<file path="src/rtl/pe_set_ctrl_pkg.sv">
// pe_set_ctrl_pkg: shared types for the PE set configuration sequencer.
// Holds the state enum, error codes and a wait-state helper.
package pe_set_ctrl_pkg;

    localparam int ERR_W = 3;

    typedef enum logic [3:0] {
        S_IDLE,
        S_RST_WAIT,
        S_FLUSH_TAG,
        S_TAG_WAIT,
        S_FLUSH_KER,
        S_KER_WAIT,
        S_RUN,
        S_DONE,
        S_ERR
    } ctrl_state_t;

    typedef enum logic [ERR_W-1:0] {
        NONE    = 3'd0,
        BAD_CFG = 3'd1,
        RST_TO  = 3'd2,
        TAG_TO  = 3'd3,
        KER_TO  = 3'd4,
        ABORT   = 3'd5
    } err_code_t;

    function automatic logic is_wait(ctrl_state_t s);
        return (s == S_RST_WAIT) || (s == S_TAG_WAIT) || (s == S_KER_WAIT);
    endfunction

endpackage

</file>
<file path="src/rtl/wait_timer.sv">
// wait_timer: saturating cycles-in-state counter shared by all wait states.
// Ports: clk/rstn, clr_i (state entry), en_i (in state) -> min_ok_o, expired_o.
module wait_timer #(
    parameter int TIMEOUT = 1024
) (
    input  logic clk,
    input  logic rstn,
    input  logic clr_i,
    input  logic en_i,
    output logic min_ok_o,
    output logic expired_o
);

    localparam int CW = $clog2(TIMEOUT + 1);
    localparam logic [CW-1:0] MAX = CW'(TIMEOUT);

    logic [CW-1:0] cnt_q;
    logic [CW-1:0] cnt_d;

    // The count equals the number of cycles spent in the current wait
    // state including this one, so the entry edge loads 1, not 0.
    always_comb begin
        cnt_d = cnt_q;
        if (clr_i) begin
            cnt_d = CW'(1);
        end else if (en_i && (cnt_q != MAX)) begin
            cnt_d = cnt_q + CW'(1);
        end
    end

    always_ff @(posedge clk or negedge rstn) begin
        if (!rstn) begin
            cnt_q <= '0;
        end else begin
            cnt_q <= cnt_d;
        end
    end

    assign min_ok_o  = (cnt_q >= CW'(2));
    assign expired_o = (cnt_q == MAX);

endmodule

</file>
<file path="src/rtl/pe_set_cfg_ctrl.sv">
// pe_set_cfg_ctrl: bring-up and run sequencer for the global PE set.
// In: start/cfg_*, abort, *_busy, beat. Out: flush pulses, latched cfg, run/busy/done/err.
module pe_set_cfg_ctrl
    import pe_set_ctrl_pkg::*;
#(
    parameter int NUM_ROW = 10,
    parameter int TIMEOUT = 1024,
    parameter int RUN_W   = 16
) (
    input  logic             clk,
    input  logic             rstn,
    input  logic             start,
    input  logic [7:0]       cfg_kernel_size,
    input  logic             cfg_external,
    input  logic [RUN_W-1:0] cfg_run_len,
    input  logic             abort,
    input  logic             rst_busy,
    input  logic             tag_busy,
    input  logic             kernel_busy,
    input  logic             beat,
    output logic             flush_tag,
    output logic             flush_kernel,
    output logic [7:0]       kernel_size,
    output logic             external,
    output logic             run_en,
    output logic             busy,
    output logic             done,
    output logic             err,
    output logic [ERR_W-1:0] err_code
);

    localparam logic [7:0] MAX_KS = 8'(NUM_ROW);

    ctrl_state_t      state_q, state_d;
    err_code_t        err_code_q, err_code_d;
    logic [7:0]       ks_q, ks_d;
    logic             ext_q, ext_d;
    logic [RUN_W-1:0] len_q, len_d;
    logic [RUN_W-1:0] cnt_q, cnt_d;
    logic             abort_err_q, abort_err_d;

    logic cfg_ok;
    logic last_beat;
    logic tmr_clr;
    logic tmr_en;
    logic min_ok;
    logic expired;

    assign cfg_ok = (cfg_kernel_size != 8'd0) && (cfg_kernel_size <= MAX_KS);

    // len_q is non-zero in RUN, so len_q-1 cannot underflow and the
    // counter never needs to reach 2^RUN_W.
    assign last_beat = (cnt_q == (len_q - RUN_W'(1)));

    assign tmr_clr = is_wait(state_d) && (state_d != state_q);
    assign tmr_en  = is_wait(state_q);

    wait_timer #(
        .TIMEOUT  (TIMEOUT)
    ) u_timer (
        .clk      (clk),
        .rstn     (rstn),
        .clr_i    (tmr_clr),
        .en_i     (tmr_en),
        .min_ok_o (min_ok),
        .expired_o(expired)
    );

    always_comb begin
        state_d     = state_q;
        err_code_d  = err_code_q;
        ks_d        = ks_q;
        ext_d       = ext_q;
        len_d       = len_q;
        cnt_d       = cnt_q;
        abort_err_d = 1'b0;

        unique case (state_q)
            S_IDLE: begin
                if (start) begin
                    if (cfg_ok) begin
                        ks_d       = cfg_kernel_size;
                        ext_d      = cfg_external;
                        len_d      = cfg_run_len;
                        cnt_d      = '0;
                        err_code_d = NONE;
                        state_d    = S_RST_WAIT;
                    end else begin
                        err_code_d = BAD_CFG;
                        state_d    = S_ERR;
                    end
                end
            end
            S_RST_WAIT: begin
                if (!rst_busy) begin
                    state_d = S_FLUSH_TAG;
                end else if (expired) begin
                    err_code_d = RST_TO;
                    state_d    = S_ERR;
                end
            end
            S_FLUSH_TAG: state_d = S_TAG_WAIT;
            // Busy may rise one cycle after the flush, so it is only
            // trusted from the second wait cycle on.
            S_TAG_WAIT: begin
                if (min_ok && !tag_busy) begin
                    state_d = S_FLUSH_KER;
                end else if (expired) begin
                    err_code_d = TAG_TO;
                    state_d    = S_ERR;
                end
            end
            S_FLUSH_KER: state_d = S_KER_WAIT;
            S_KER_WAIT: begin
                if (min_ok && !kernel_busy) begin
                    state_d = (len_q == '0) ? S_DONE : S_RUN;
                end else if (expired) begin
                    err_code_d = KER_TO;
                    state_d    = S_ERR;
                end
            end
            S_RUN: begin
                if (beat) begin
                    cnt_d = cnt_q + RUN_W'(1);
                    if (last_beat) begin
                        state_d = S_DONE;
                    end
                end
            end
            S_DONE:  state_d = S_IDLE;
            S_ERR:   state_d = S_IDLE;
            default: state_d = S_IDLE;
        endcase

        // Abort overrides everything, including a start accepted in IDLE.
        if (abort) begin
            state_d     = S_IDLE;
            err_code_d  = ABORT;
            ks_d        = ks_q;
            ext_d       = ext_q;
            len_d       = len_q;
            cnt_d       = cnt_q;
            abort_err_d = (state_q != S_IDLE);
        end
    end

    always_ff @(posedge clk or negedge rstn) begin
        if (!rstn) begin
            state_q     <= S_IDLE;
            err_code_q  <= NONE;
            ks_q        <= '0;
            ext_q       <= 1'b0;
            len_q       <= '0;
            cnt_q       <= '0;
            abort_err_q <= 1'b0;
        end else begin
            state_q     <= state_d;
            err_code_q  <= err_code_d;
            ks_q        <= ks_d;
            ext_q       <= ext_d;
            len_q       <= len_d;
            cnt_q       <= cnt_d;
            abort_err_q <= abort_err_d;
        end
    end

    assign flush_tag    = (state_q == S_FLUSH_TAG);
    assign flush_kernel = (state_q == S_FLUSH_KER);
    assign run_en       = (state_q == S_RUN);
    assign busy         = (state_q != S_IDLE);
    assign done         = (state_q == S_DONE);
    assign err          = (state_q == S_ERR) || abort_err_q;
    assign kernel_size  = ks_q;
    assign external     = ext_q;
    assign err_code     = err_code_q;

endmodule

</file>
<file path="config.mk">
export PLATFORM = sky130hd
export DESIGN_NAME = pe_set_cfg_ctrl
export DESIGN_NICKNAME = d
export VERILOG_FILES = /design/src/rtl/pe_set_ctrl_pkg.sv /design/src/rtl/wait_timer.sv /design/src/rtl/pe_set_cfg_ctrl.sv
export SDC_FILE = /design/constraint.sdc
export NUM_CORES = 1
export LEC_CHECK = 0
export CELL_PAD_IN_SITES_DETAIL_PLACEMENT = 0
export CELL_PAD_IN_SITES_GLOBAL_PLACEMENT = 1
export CORE_ASPECT_RATIO = 1.4
export CORE_MARGIN = 2
export CORE_UTILIZATION = 49
export CTS_BUF_LIST = sky130_fd_sc_hd__clkbuf_16
export CTS_CLUSTER_DIAMETER = 120
export DETAILED_ROUTE_END_ITERATION = 8
export DONT_BUFFER_PORTS = 1
export PLACE_DENSITY = 0.89
export SLEW_MARGIN = 20
export SYNTH_ARGS = -nofsm -noshare
export SYNTH_HDL_FRONTEND = slang
export SYNTH_SLANG_ARGS = --single-unit
</file>
<file path="constraint.sdc">
create_clock -name clk -period 3.2 [get_ports clk]
set_clock_uncertainty 0.05 [all_clocks]
set_input_delay 0.64 -clock clk [delete_from_list [all_inputs] [get_ports clk]]
set_output_delay 0.64 -clock clk [all_outputs]
set_load 0.05 [all_outputs]
</file>
==> flow_metrics.tcl, run 1 <==
set metrics [dict create \
    crit_required_ns 3.42 \
    clk_latency_ns 0.33 \
    cts_tree "done" \
    portBuffers 0 \
    critPathCaptureType "register" \
    drive_above_1_share_pct 16.4 \
    cts.sinks 60 \
    max_freq_ghz 0.331 \
    fin_ws_ns 0.183 \
    pin_count 51 \
    cts_resized 0 \
    grt_util_all_layers_pct 21.4 \
    whs_ns 0.115 \
    ys_types 60 \
    grt_pass1_wl_um 12900 \
    start_util_pct 50.7 \
    synth_area_leader_cell "dfrtp_1" \
    drt_iter0_markers 153 \
    finalSetupViolCount 0 \
    finalMaxSlewViolations 0 \
    total_power_w 0.00220 \
    synth_ff_type "dfrtp_1" \
    die_h_um 104 \
    ff2ff_path_depth 8 \
    num_rows 36 \
    via_count 2796 \
    clkTransAtPathRegs_ns 0.05 \
    core_area_sq_mm 0.00694 \
    ys_warn_count 0 \
    ys_top_cells_by_count "dfrtp_1, nor2_1, nand2_1, xor2_1, mux2_2" \
    critPathArrivalTime_ns 3.24 \
    min_period_ns 3.02 \
    dp_hpwl_um 5450 \
    fp.dieW_um 75.6 \
    syn2layout_area_growth_pct 14.2 \
    power.density_mw_per_mm2 548 \
    rsz0062_at_grt "no" \
    start_kind "register" \
    tns_ns 0 \
    max_slew_margin_pct 58.9 \
    gp_congestion 0.903 \
    htree_levels 3 \
    ys_top_cells_by_area "dfrtp_1, xor2_1, mux2_2" \
    totalWireLength_um 7790 \
    leakage_nw 1.78 \
    fillers 653 \
    worst_ir_drop_vdd_v 0.000351 \
    synth_edf_count 0 \
    antenna_found_initial 0 \
    nets 424 \
    worstSetupPathType "reg -> reg" \
    hp-class "in -> async" \
    worstReg2RegEnd "u_timer.cnt_q[0]" \
    seq_area_frac_synth_pct 42.7 \
    grt_overflow 0 \
    max-cap-violations 0 \
    synth_area_sq_mm 0.00351 \
    ant_nets 0 \
    clk_path_buf_depth 2 \
    synth_fp_nets 406 \
    tightestPinTransition_ns 0.611 \
    numCtsBuffers 9 \
    syn-instance-count 368 \
    avgSynthCellArea_sq_um 9.55 \
    final_hold_viol_count 0 \
    grt_max_degree 61 \
    drcViolationCount 0 \
    r2r-start "len_q[8]" \
    viasPerCell 5.75 \
    cp_max_fo 11 \
    status "complete, no violations" \
    r2r_slack_ns 0.18 \
    period_share_pct 94.3 \
    grt_pass1_vias 2762 \
    routedWlPerCell_um 16.0 \
    synth_most_common_cell "dfrtp_1" \
    async_flop_share_pct 100 \
    die_area_sq_mm 0.00788 \
    synth.top_cell.area_share_pct 42.7 \
    firstDrtPassIters 5 \
    post-place-ws_ns 0.211 \
    clockRootBuffer "clkbuf_16" \
    synth_seq_cells 60 \
]
==> worst max-delay path by stage <==
| stage | from | to |
|---|---|---|
| 6_report | len_q[8] | u_timer.cnt_q[0] |
| 5_1_grt | len_q[7] | u_timer.cnt_q[7] |
| 4_1_cts | len_q[8] | u_timer.cnt_q[0] |
| 3_5_place_dp | len_q[7] | u_timer.cnt_q[4] |
| 3_3_place_gp | len_q[7] | u_timer.cnt_q[5] |
| 2_1_floorplan | len_q[7] | u_timer.cnt_q[1] |
==> stage by stage <==
| stage | utilization [%] | cells | instance area, sq um |
|---|---|---|---|
| 3_3_place_gp | 53.8 | 469 | 3730 |
| 2_1_floorplan | - | 368 | 3510 |
| 3_5_place_dp | 53.8 | 469 | 3730 |
| 6_report | 57.8 | 486 | 4010 |
| 5_1_grt | 57.8 | 485 | 4010 |
| 4_1_cts | 57.8 | 485 | 4010 |
==> repair_timing <==
action / in CTS / in global routing
endpoints found under the hold margin: 60 / 0
setup buffers: 0 / 0
hold buffers: 1 / 0
endpoints found under the setup margin: 0 / 0
==> flip-flops by register name (all words and copies together), names as in the netlist <==
register       cells
cnt_q             16
len_q             16
u_timer.cnt_q     11
kernel_size        8
state_q            4
err_code           3
abort_err_q        1
external           1
==> worst max-delay path, cell delays in order, from the launching register on <==
cell and delay, ns:
dfrtp_1 0.39, or4_4 0.54, or4_4 0.46, or4_4 0.53, a221oi_2 0.24, nand4_1 0.17, a211oi_2 0.25, buf_4 0.21
nand2b_1 0.12
==> cell type report <==
type	instances	area, sq um	share of cell area, %
Multi-Input combinational cell	281	1910	47.6
Tap cell	95	119	2.96
Antenna cell	1	2.50	0.0624
Inverter	12	45.0	1.12
Timing Repair Buffer	22	185	4.61
Clock inverter	6	25.0	0.624
Sequential cell	60	1500	37.4
Clock buffer	9	225	5.61
==> report_power, final <==
group          internal [W]  switching (W)  total [W]
registers          0.000850       0.000148   0.000998
logic              0.000187       0.000193   0.000380
clock network      0.000503       0.000318   0.000821
==> layer usage <==
layer | vias to the layer above | wire length, um | GRT usage (%)
li1 | 1356 | - | -
met1 | 1359 | 3100 | 25.7
met2 | 66 | 4170 | 34.9
met3 | 15 | 339 | 7.17
met4 | 0 | 178 | 8.02
met5 | - | 0 | 0
==> cells in the final DEF (no fill, tap or decap), types with 8 or more instances in the layout <==
cell,instances
dfrtp_1,60
and3_1,9
mux2_2,18
nand2_1,25
nor2_1,40
xor2_1,25
nand4_1,8
clkbuf_16,9
a21oi_1,12
xnor2_1,17
inv_1,14
nor4_1,10
buf_4,21
nand3_1,8
nor3_1,12
o21ai_0,13
==> logic make-up (layout without fill, tap and decap cells) <==
group	Yosys count	in the layout	share of synthesized area [%]
adder cells (fa/ha/maj)	6	6	2.06
buffers and inverters	27	49	3.13
multiplexers	21	21	6.62
AND/OR/NAND/NOR	155	155	23.8
XOR/XNOR	42	42	10.5
other	0	1	0
flip-flops	60	60	42.7
AO/OA/AOI/OAI	57	57	11.2
(Power assumes the default switching activity.)
==> inputs of run 2 (changes only) <==
- CAP_MARGIN: unset -> 30
- CORE_UTILIZATION: 49 -> 42
- PLACE_DENSITY: 0.89 -> 0.79
==> flow_metrics.tcl, run 2 (synthesis gave the netlist of run 1 again) <==
set metrics [dict create \
    status "complete, no violations" \
    post-place-ws_ns 0.180 \
    max_freq_ghz 0.331 \
    antenna_cells 0 \
    leakage_nw 1.81 \
    cts_tree "done" \
    cp_max_fo 11 \
    grt_overflow 0 \
    stdcell_count 496 \
    fin_util_pct 50.0 \
    period_share_pct 94.4 \
    clkTransAtPathRegs_ns 0.05 \
    via_count 2720 \
    grt_pass1_wl_um 13500 \
    power.density_mw_per_mm2 561 \
    dp_hpwl_um 5720 \
    critPathCaptureType "register" \
    fin_ws_ns 0.179 \
    htree_levels 3 \
    drive_above_1_share_pct 17.3 \
    clk_path_buf_depth 2 \
    drt_iter0_markers 135 \
    ctsHoldBuffers 1 \
    start_util_pct 43.1 \
    pin_count 51 \
    drcViolationCount 0 \
    largestRegisters "cnt_q: 16 flops, len_q: 16 flops, u_timer.cnt_q: 11 flops" \
    firstDrtPassIters 4 \
    crit_required_ns 3.36 \
    gp_congestion 0.786 \
    grt_max_degree 61 \
    num_rows 39 \
    rsz0062_at_grt "no" \
    hp-class "in -> async" \
    total_power_w 0.00228 \
    dp.cells 480 \
    portBuffers 0 \
    finalMaxSlewViolations 0 \
    die_h_um 112 \
    tns_ns 0 \
    use_met1_pct 23.6 \
    clockRootBuffer "clkbuf_16" \
    finalSetupViolCount 0 \
    routedWlPerCell_um 15.9 \
    totalWireLength_um 7910 \
    critPathArrivalTime_ns 3.18 \
    cts_resized 0 \
    grt_pass1_vias 2797 \
    clk_latency_ns 0.33 \
    syn2layout_area_growth_pct 15.9 \
    worstSetupPathType "reg -> reg" \
    cts.sinks 60 \
    viasPerCell 5.48 \
    nets 428 \
    final_hold_viol_count 0 \
    fp.dieW_um 81.3 \
    antenna_found_initial 0 \
    grt_use_met2_pct 31.4 \
    final_cell_mix "dfrtp_1, nor2_1, nand2_1, xor2_1, buf_4" \
    start_kind "register" \
    core_area_sq_mm 0.00815 \
    grt_util_all_layers_pct 19.0 \
    die_area_sq_mm 0.00913 \
    tightestPinTransition_ns 0.575 \
    post_cts_buffers 0 \
    r2r_slack_ns 0.18 \
    max-cap-violations 0 \
    numCtsBuffers 9 \
    ant_nets 0 \
    gr-usage-met3_pct 4.42 \
    worst_ir_drop_vdd_v 0.000346 \
    grt.busiest_layer "met2" \
    min_period_ns 3.02 \
    layout_commonest_cell "dfrtp_1" \
    max_slew_margin_pct 61.5 \
]
[run 2: per-stage QoR]
stage | hold WS (ns) | area, sq um
final | 0.128 | 4070
after global routing | 0.149 | 4070
after floorplan | 0.294 | 3510
after CTS | 0.142 | 4070
after global placement | 0.296 | 3770
after detailed placement | 0.296 | 3770
[run 2: critical path, cell delays in order (launching register included)]
cell	delay (ns)
dfrtp_1	0.37
or4_4	0.56
or4_4	0.46
or4_4	0.53
a221oi_2	0.24
nand4_1	0.17
a211oi_2	0.26
buf_4	0.21
nor2_1	0.06
[run 2: cell type report]
type / count / area (sq um)
clock inverters: 6 / 50.0
flip-flops and latches: 60 / 1500
repair buffers: 26 / 215
clock buffers: 9 / 225
inverters: 12 / 45.0
fillers: 760 / 4080
multi-input cells: 281 / 1910
well taps: 102 / 128
[run 2: path summary, 6_finish.rpt]
| kind | start | to | depth (start not counted) |
|---|---|---|---|
| max | len_q[7] | u_timer.cnt_q[9] | 8 |
| min | rstn | abort_err_q | 1 |
| max reg2reg | len_q[7] | u_timer.cnt_q[9] | 8 |
| min reg2reg | cnt_q[15] | cnt_q[15] | 2 |
| max in group asynchronous | rstn | cnt_q[5] | 1 |
| min in group clk | abort | err_code[1] | 1 |
[run 2: metal layers]
metal,wire length (um),vias to the layer above,share of wire (%)
li1,-,1365,-
met1,3340,1304,42
met2,4120,40,52
met3,291,11,3.7
met4,164,0,2.1
met5,0,-,0
[run 2: power breakdown]
part	total, W	internal (W)	switching, W	leakage (nW)
Sequential	0.000998	0.000850	0.000148	0.766
Clock	0.000901	0.000584	0.000317	0.146
Combinational	0.000384	0.000193	0.000191	0.899
